==> src/rtl/bridge_src_arbiter_pkg.sv <==
// Shared types for the bridge source-side arbiter: FSM encoding and transfer direction codes.
// The direction codes match the source controller's rd0_wr1 convention.
package bridge_src_arbiter_pkg;

    typedef enum logic [1:0] {
        ST_IDLE    = 2'd0,
        ST_GRANT   = 2'd1,
        ST_RD_WAIT = 2'd2,
        ST_SLEEP   = 2'd3
    } arb_state_t;

    localparam logic DIR_RD = 1'b0;
    localparam logic DIR_WR = 1'b1;

    localparam int TMO_W = 8;

endpackage

==> src/rtl/bridge_src_arbiter_rr_pick.sv <==
// Rotate-priority encoder: first asserted request at or after ptr, wrapping.
// Purely combinational, no backpressure.
module rr_pick #(
    parameter  int NUM_REQ = 2,
    localparam int IDX_W   = (NUM_REQ > 1) ? $clog2(NUM_REQ) : 1
) (
    input  logic [NUM_REQ-1:0] req,
    input  logic [IDX_W-1:0]   ptr,
    output logic               any,
    output logic [IDX_W-1:0]   idx
);

    logic [IDX_W:0] cand;

    // Walk from farthest to nearest so the candidate closest to ptr wins.
    always_comb begin
        any  = |req;
        idx  = '0;
        cand = '0;
        for (int k = NUM_REQ - 1; k >= 0; k--) begin
            cand = {1'b0, ptr} + (IDX_W + 1)'(k);
            if (cand >= (IDX_W + 1)'(NUM_REQ)) begin
                cand = cand - (IDX_W + 1)'(NUM_REQ);
            end
            if (req[cand[IDX_W-1:0]]) begin
                idx = cand[IDX_W-1:0];
            end
        end
    end

endmodule

==> src/rtl/bridge_src_arbiter.sv <==
// Round-robin arbiter sharing the bridge source port between NUM_REQ masters; grant held across reads.
// Request sampled in IDLE at N, o_valid at N+1; masters hold fields until o_req_ready, sleep blocks new grants.
module bridge_src_arbiter
    import bridge_src_arbiter_pkg::*;
#(
    parameter int NUM_REQ    = 2,
    parameter int ADDR_WIDTH = 32,
    parameter int DATA_WIDTH = 32,
    parameter int TIMEOUT    = 255
) (
    input  logic                            i_clk_src,
    input  logic                            i_rstn_src,
    input  logic [NUM_REQ-1:0]              i_req_valid,
    input  logic [NUM_REQ-1:0]              i_req_rd0_wr1,
    input  logic [NUM_REQ*ADDR_WIDTH-1:0]   i_req_addr,
    input  logic [NUM_REQ*DATA_WIDTH-1:0]   i_req_wr_data,
    output logic [NUM_REQ-1:0]              o_req_ready,
    output logic [DATA_WIDTH-1:0]           o_rsp_rd_data,
    output logic [NUM_REQ-1:0]              o_rsp_rd_valid,
    output logic [NUM_REQ-1:0]              o_rsp_err,
    output logic                            o_rd0_wr1,
    output logic [ADDR_WIDTH-1:0]           o_addr,
    output logic                            o_valid,
    output logic [DATA_WIDTH-1:0]           o_wr_data,
    input  logic                            i_ready,
    input  logic [DATA_WIDTH-1:0]           i_rd_data,
    input  logic                            i_rd_valid,
    input  logic                            i_src_sleep_sts
);

    localparam int IDX_W = (NUM_REQ > 1) ? $clog2(NUM_REQ) : 1;

    arb_state_t         state;
    logic [IDX_W-1:0]   grant;
    logic [IDX_W-1:0]   rr_ptr;
    logic [TMO_W-1:0]   tmo_cnt;

    logic [ADDR_WIDTH-1:0] addr_arr [NUM_REQ];
    logic [DATA_WIDTH-1:0] wdat_arr [NUM_REQ];

    for (genvar i = 0; i < NUM_REQ; i++) begin : g_unpack
        assign addr_arr[i] = i_req_addr[i*ADDR_WIDTH +: ADDR_WIDTH];
        assign wdat_arr[i] = i_req_wr_data[i*DATA_WIDTH +: DATA_WIDTH];
    end

    logic             pick_any;
    logic [IDX_W-1:0] pick_idx;

    rr_pick #(.NUM_REQ(NUM_REQ)) u_pick (
        .req (i_req_valid),
        .ptr (rr_ptr),
        .any (pick_any),
        .idx (pick_idx)
    );

    logic               in_grant;
    logic               in_wait;
    logic               grant_vld;
    logic               xfer;
    logic               rsp_hit;
    logic               tmo_hit;
    logic [NUM_REQ-1:0] grant_oh;
    logic [IDX_W-1:0]   grant_nxt;

    always_comb begin
        grant_oh        = '0;
        grant_oh[grant] = 1'b1;
    end

    assign in_grant  = (state == ST_GRANT);
    assign in_wait   = (state == ST_RD_WAIT);
    assign grant_vld = i_req_valid[grant];
    assign xfer      = in_grant & grant_vld & i_ready;
    assign rsp_hit   = in_wait & i_rd_valid;
    // Data arriving on the last allowed cycle takes precedence over the abort.
    assign tmo_hit   = in_wait & ~i_rd_valid & (tmo_cnt == TMO_W'(TIMEOUT - 1));
    assign grant_nxt = (grant == IDX_W'(NUM_REQ - 1)) ? '0 : grant + 1'b1;

    assign o_valid        = in_grant & grant_vld;
    assign o_rd0_wr1      = in_grant ? i_req_rd0_wr1[grant] : DIR_WR;
    assign o_addr         = in_grant ? addr_arr[grant] : '0;
    assign o_wr_data      = in_grant ? wdat_arr[grant] : '0;
    assign o_req_ready    = xfer    ? grant_oh : '0;
    assign o_rsp_rd_valid = rsp_hit ? grant_oh : '0;
    assign o_rsp_rd_data  = rsp_hit ? i_rd_data : '0;
    assign o_rsp_err      = tmo_hit ? grant_oh : '0;

    always_ff @(posedge i_clk_src or negedge i_rstn_src) begin
        if (!i_rstn_src) begin
            state   <= ST_IDLE;
            grant   <= '0;
            rr_ptr  <= '0;
            tmo_cnt <= '0;
        end else begin
            case (state)
                ST_IDLE: begin
                    if (i_src_sleep_sts) begin
                        state <= ST_SLEEP;
                    end else if (pick_any) begin
                        grant <= pick_idx;
                        state <= ST_GRANT;
                    end
                end
                ST_GRANT: begin
                    // A master withdrawing its request releases the grant without moving the pointer.
                    if (!grant_vld) begin
                        state <= ST_IDLE;
                    end else if (i_ready) begin
                        rr_ptr <= grant_nxt;
                        if (i_req_rd0_wr1[grant] == DIR_RD) begin
                            state   <= ST_RD_WAIT;
                            tmo_cnt <= '0;
                        end else begin
                            state <= ST_IDLE;
                        end
                    end
                end
                ST_RD_WAIT: begin
                    tmo_cnt <= tmo_cnt + 1'b1;
                    if (i_rd_valid || tmo_hit) begin
                        state <= ST_IDLE;
                    end
                end
                ST_SLEEP: begin
                    if (!i_src_sleep_sts) begin
                        state <= ST_IDLE;
                    end
                end
                default: state <= ST_IDLE;
            endcase
        end
    end

endmodule
==> config.mk <==
export PLATFORM = sky130hd
export DESIGN_NAME = bridge_src_arbiter
export DESIGN_NICKNAME = d
export VERILOG_FILES = /design/src/rtl/bridge_src_arbiter_pkg.sv /design/src/rtl/bridge_src_arbiter_rr_pick.sv /design/src/rtl/bridge_src_arbiter.sv
export SDC_FILE = /design/constraint.sdc
export NUM_CORES = 1
export LEC_CHECK = 0
export BUFFER_PORTS_ARGS = -buffer_cell sky130_fd_sc_hd__buf_2
export CAP_MARGIN = 0
export CORE_AREA = 2 2 106 108
export DETAILED_ROUTE_END_ITERATION = 10
export DIE_AREA = 0 0 108 110
export PLACE_DENSITY_LB_ADDON = 0.2
export SYNTH_ARGS = -nofsm -noshare
export SYNTH_HDL_FRONTEND = slang
export SYNTH_SLANG_ARGS = --single-unit
==> constraint.sdc <==
create_clock -name i_clk_src -period 2.47 [get_ports i_clk_src]
set_input_delay 0.247 -clock i_clk_src [delete_from_list [all_inputs] [get_ports i_clk_src]]
set_output_delay 0.247 -clock i_clk_src [all_outputs]
set_load 0.005 [all_outputs]
==> flow_metrics.env, run 1 <==
export IMPL_layout_common_cells="buf_2 (272), nor2_1 (68), mux2i_1 (65)"
export IMPL_rows=38
export IMPL_critPathRequiredTime_ps=2220
export IMPL_hpwl_um=8900
export IMPL_drc=0
export IMPL_numCtsBuffers=3
export IMPL_start_util_pct=18.0
export IMPL_vias_per_cell=4.25
export IMPL_maxCapViolCount=0
export IMPL_syn_num_nets=434
export IMPL_first_iter_violations=153
export IMPL_syn_cell_area_um2=1930
export IMPL_critPathMaxStageDelay_ps=600
export IMPL_max_freq_mhz=465
export IMPL_crit_cells=4
export IMPL_ir_drop_mv=0.343
export IMPL_core_area_um2=10700
export IMPL_tightest_slew_ps=460
export IMPL_crit_type="register to output pin"
export IMPL_crit_chain="buf_12 > mux2i_1 > nor2_1 > buf_2"
export IMPL_clk_path_buf_depth=2
export IMPL_hold_path_depth=2
export IMPL_min_period_over_period_pct=87.1
export IMPL_ff2ff_path_depth=3
export IMPL_synth_edff_count=0
export IMPL_place_gp_congestion=0.859
export IMPL_yosysSeqAreaShare_pct=15.6
export IMPL_crit_path_max_fanout=56
export IMPL_dieArea_um2=11900
export IMPL_rsz0062_at_grt="false"
export IMPL_crit_slowest_cell="dfrtp_4"
export IMPL_wl_um=10200
export IMPL_grt_pass1_wl_um=13800
export IMPL_relSlewSlack_pct=69.3
export IMPL_n_antenna_cell=0
export IMPL_min_period_ps=2150
export IMPL_postRouteAntennaNets=0
export IMPL_grt_max_degree=57
export IMPL_synth_main_ff_cell="dfrtp_1"
export IMPL_cp_arrival_ps=1900
export IMPL_postPlaceCellArea_um2=3420
export IMPL_synthCells=263
export IMPL_path_clk_slew_ps=50
export IMPL_fp_dieW_um=108
export IMPL_first_pass_iters=5
export IMPL_cts_resized=0
export IMPL_drive_gt1_share_pct=54.6
export IMPL_power_density_nw_per_um2=789
export IMPL_synth_area_per_cell_um2=7.32
export IMPL_crit_path_end_kind="output pin"
export IMPL_area_delta_synth_final_pct=80.4
export IMPL_die_y_um=110
export IMPL_hold_path_class="input pin to register"
export IMPL_ys_ff_latch=12
export IMPL_ys_warn_count=0
export IMPL_p_leak_uw=0.00219
export IMPL_cts_root_buf="clkbuf_8"
export IMPL_finClkSkew_ps=2.58
export IMPL_cts_tree="done"
export IMPL_synth_distinct_cells=36
export IMPL_io_buffers=272
export IMPL_async_flop_share_pct=100
export IMPL_clock_latency_ps=240
export IMPL_cp_top_family="flip-flops"
export IMPL_run_status="complete, no violations"
export IMPL_grt_total_usage_pct=15.2
export IMPL_antenna_found_initial=1
export IMPL_fin_setup_tns_ps=0
export IMPL_final_area_um2=3470
export IMPL_vias=2821
export IMPL_grt_pass1_vias=2572
export IMPL_setup_viol=0
export IMPL_nNetsFinal=696
export IMPL_final_common_cell="buf_2"
export IMPL_grt_overflow_total=0
export IMPL_path_buf_inv=2
export IMPL_hold_viol_final=0
export IMPL_start_kind="register"
export IMPL_fin_util_pct=32.5
export IMPL_slew_violations=0
export IMPL_clock_sinks=12
export IMPL_avgRoutedWirePerCell_um=15.4
export IMPL_ioPinCount=273
export IMPL_htreeDepth=1
-- metrics by stage --
| stage | hold slack [ps] | instances | setup WS (ps) | power, uW |
|---|---|---|---|---|
| after detailed placement | 149 | 659 | 624 | 2570 |
| final | 258 | 664 | 318 | 2740 |
| after global placement | 145 | 659 | 645 | 2540 |
| after floorplan | -48.6 | 263 | 1040 | 1730 |
| after global routing | 278 | 664 | 277 | 3000 |
| after CTS | 252 | 664 | 364 | 2760 |
-- worst reg2reg max path: cells and delay by family (launching register included) --
kind,cells,cell delay (ps)
compound gates,2,560
flops,1,600
simple gates,1,430
-- Yosys cell counts, types with 3 or more instances --
library cell | number | share of area [%]
nor2_1 | 68 | 13
mux2i_1 | 65 | 34
and2_1 | 34 | 11
buf_2 | 12 | 3.1
dfrtp_1 | 12 | 16
nand2_1 | 7 | 1.4
o21ai_0 | 7 | 1.8
a21oi_1 | 6 | 1.6
clkbuf_1 | 5 | 0.97
inv_1 | 5 | 0.97
nand3b_1 | 4 | 1.6
nor3_1 | 4 | 1.0
nand2b_1 | 3 | 0.97
nand3_1 | 3 | 0.78
or3_1 | 3 | 0.97
-- area by class of cell --
type	count	area (um^2)
Fill cell	1181	7220
Sequential cell	12	304
Timing Repair Buffer	278	1430
Multi-Input combinational cell	225	1500
Tap cell	140	175
Clock buffer	4	45.0
Inverter	5	18.8
-- kinds of logic after synthesis --
| family | count (synthesis) | synth area share (%) |
|---|---|---|
| AO/OA/AOI/OAI | 22 | 7.08 |
| XOR/XNOR | 1 | 0.455 |
| adder cells (fa/ha/maj) | 2 | 1.30 |
| buffers and inverters | 26 | 6.82 |
| flip-flops | 12 | 15.6 |
| multiplexers | 65 | 33.8 |
| AND/OR/NAND/NOR | 135 | 35.0 |
-- final timing paths --
check                                   startpoint                      to  slack (ps)
worst max-delay path             grant$_DFFE_PN0P_            o_wr_data[9]         320
worst min-delay path                i_req_valid[0]       grant$_DFFE_PN0P_         260
worst max register to register   grant$_DFFE_PN0P_  tmo_cnt[0]$_DFFE_PN0P_         730
worst min register to register  rr_ptr$_DFFE_PN0P_      rr_ptr$_DFFE_PN0P_         550
max in group asynchronous               i_rstn_src       grant$_DFFE_PN0P_        1780
min in group asynchronous               i_rstn_src  tmo_cnt[2]$_DFFE_PN0P_         430
-- report_power, final --
group | switching [uW] | total, uW | leakage [uW] | internal (uW)
clock | 71.7 | 185 | 0.0000228 | 114
combinational | 1080 | 2090 | 0.00202 | 1010
sequential | 172 | 468 | 0.000147 | 296
-- timing repair --
item / in CTS / in global routing
hold endpoints to repair: 12 / 0
buffers inserted: 0 / 0
hold buffers: 1 / 0
endpoints found under the setup margin: 0 / 0
-- registers in the layout, summed over array words and instances (netlist names) --
signal / flops
tmo_cnt: 8
rr_ptr: 1
grant: 1
state: 2
-- routing by layer --
layer | vias to the layer above | GRT usage (%) | share of wire (%)
li1 | 1413 | - | -
met1 | 1244 | 22.0 | 43
met2 | 160 | 24.5 | 48
met3 | 4 | 2.12 | 8.9
met4 | 0 | 2.20 | 0.53
met5 | - | 0 | 0
No activity file was read; power rests on OpenSTA's default activity.
==> inputs of run 2 (changes only) <==
Settings changed: RECOVER_POWER from default to 25.
==> run 2 against run 1 <==
Compared with the run above:
- power fell by 0.81%
- sequential cell count did not move
- critical endpoint unchanged
- register-to-register slack got worse by 240 ps
- final cell count did not move
- first-iteration DRC count fell by 0.65%
- count of clock-buffer cells in the layout did not move
- utilization fell by 0.18 points
- non-clock buffer count did not move
- maximum frequency barely moved
- clock power barely moved
- largest power group unchanged
==> flow_metrics.env, run 2 (synthesized netlist as in run 1, its figures left out) <==
export IMPL_crit_path_max_fanout=56
export IMPL_ff2ff_path_depth=3
export IMPL_relSlewSlack_pct=49.1
export IMPL_cts_tree="done"
export IMPL_layout_common_cells="buf_2 (266), nor2_1 (68), mux2i_1 (65)"
export IMPL_antenna_found_initial=1
export IMPL_first_iter_violations=152
export IMPL_crit_slowest_cell="dfrtp_4"
export IMPL_grt_total_usage_pct=15.2
export IMPL_wl_um=10300
export IMPL_hold_viol_final=0
export IMPL_first_pass_iters=4
export IMPL_top_regs="tmo_cnt (8), state (2)"
export IMPL_timing_rr_end="tmo_cnt[0]$_DFFE_PN0P_"
export IMPL_clock_sinks=12
export IMPL_ioPinCount=273
export IMPL_fp_dieW_um=108
export IMPL_crit_chain="buf_12 > mux2i_1 > nor2_1 > buf_2"
export IMPL_grt_pass1_vias=2572
export IMPL_p_leak_uw=0.00217
export IMPL_rsz0062_at_grt="false"
export IMPL_pre_cts_ws_ps=624
export IMPL_setup_viol=0
export IMPL_hold_path_class="input pin to register"
export IMPL_run_status="complete, no violations"
export IMPL_largest_reg_flops=8
export IMPL_crit_type="register to output pin"
export IMPL_hpwl_um=8900
export IMPL_tightest_slew_ps=763
export IMPL_grt_pass1_wl_um=13800
export IMPL_grt_max_degree=57
export IMPL_core_area_um2=10700
export IMPL_io_buffers=272
export IMPL_r2r_slack_ps=490
export IMPL_finalPower_uw=2720
export IMPL_vias=2840
export IMPL_die_y_um=110
export IMPL_crit_end="o_wr_data[9]"
export IMPL_maxCapViolCount=0
export IMPL_place_gp_congestion=0.859
export IMPL_htreeDepth=1
export IMPL_vias_per_cell=4.28
export IMPL_grt_overflow_total=0
export IMPL_setup_ws_ps=320
export IMPL_cp_top_family="flip-flops"
export IMPL_cts_root_buf="clkbuf_8"
export IMPL_cp_arrival_ps=1900
export IMPL_slew_violations=0
export IMPL_min_period_ps=2150
export IMPL_critPathMaxStageDelay_ps=590
export IMPL_fin_setup_tns_ps=0
export IMPL_final_cells=664
export IMPL_rows=38
export IMPL_critPathRequiredTime_ps=2220
export IMPL_ir_drop_mv=0.343
export IMPL_startpoint="grant$_DFFE_PN0P_"
export IMPL_max_freq_mhz=465
export IMPL_clk_path_buf_depth=2
export IMPL_crit_cells=4
export IMPL_clock_latency_ps=240
export IMPL_placedCellCount=659
export IMPL_reg2reg_from="grant$_DFFE_PN0P_"
export IMPL_nNetsFinal=696
export IMPL_area_delta_synth_final_pct=79.4
export IMPL_drive_gt1_share_pct=53.1
export IMPL_postRouteAntennaNets=0
export IMPL_path_clk_slew_ps=50
export IMPL_post_cts_buffers=0
export IMPL_final_common_cell="buf_2"
export IMPL_avgRoutedWirePerCell_um=15.4
export IMPL_power_density_nw_per_um2=786
export IMPL_drc=0
export IMPL_start_kind="register"
export IMPL_min_period_over_period_pct=87.0
export IMPL_numCtsBuffers=3
export IMPL_crit_path_end_kind="output pin"
export IMPL_largest_register="tmo_cnt"
export IMPL_start_util_pct=18.0
export IMPL_n_antenna_cell=0
export IMPL_finClkSkew_ps=0.793
export IMPL_path_buf_inv=2
export IMPL_dieArea_um2=11900
[run 2: cell type report]
class,count,area (um^2)
fillers,1186,7240
multi-input cells,225,1490
inverters,5,18.8
well taps,140,175
clock buffers,4,45.0
flip-flops and latches,12,304
repair buffers,278,1430
[run 2: timing repair]
action,CTS,global route
hold endpoints to repair,12,0
resized for setup,0,0
hold buffers,1,0
[run 2: layer usage]
metal	up-vias	share of wire, %	global-route usage [%]
li1	1412	-	-
met1	1262	43	22.0
met2	162	48	24.5
met3	4	8.9	2.12
met4	0	0.53	2.20
met5	-	0	0
[run 2: how the worst min path moves through the flow]
stage	from	to	slack, ps	cells after the start
global placement	i_rstn_src	tmo_cnt[5]$_DFFE_PN0P_	150	1
CTS	i_req_valid[0]	grant$_DFFE_PN0P_	250	2
floorplan	i_rstn_src	grant$_DFFE_PN0P_	-50	0
global route	i_req_valid[0]	grant$_DFFE_PN0P_	280	2
finish	i_req_valid[0]	grant$_DFFE_PN0P_	260	2
detailed placement	i_rstn_src	tmo_cnt[5]$_DFFE_PN0P_	150	1
[run 2: worst reg2reg max path, stage by stage (launching register included)]
cell and delay (ps):
dfrtp_4 600, or3b_1 410, a21oi_1 630, o21ai_0 190
[run 2: through the flow]
step / util, % / hold WS, ps / area (um^2)
global placement: 32.0 / 145 / 3420
global route: 32.3 / 278 / 3450
CTS: 32.5 / 252 / 3470
detailed placement: 32.0 / 149 / 3420
floorplan: - / -48.6 / 1930
finish: 32.3 / 259 / 3450
[run 2: report_power, final]
part           leakage, uW  total, uW  switching, uW  internal [uW]
Clock            0.0000228        186           72.1            114
Sequential        0.000147        463            167            296
Combinational      0.00200       2070           1080            991
Total              0.00217       2720           1320           1400
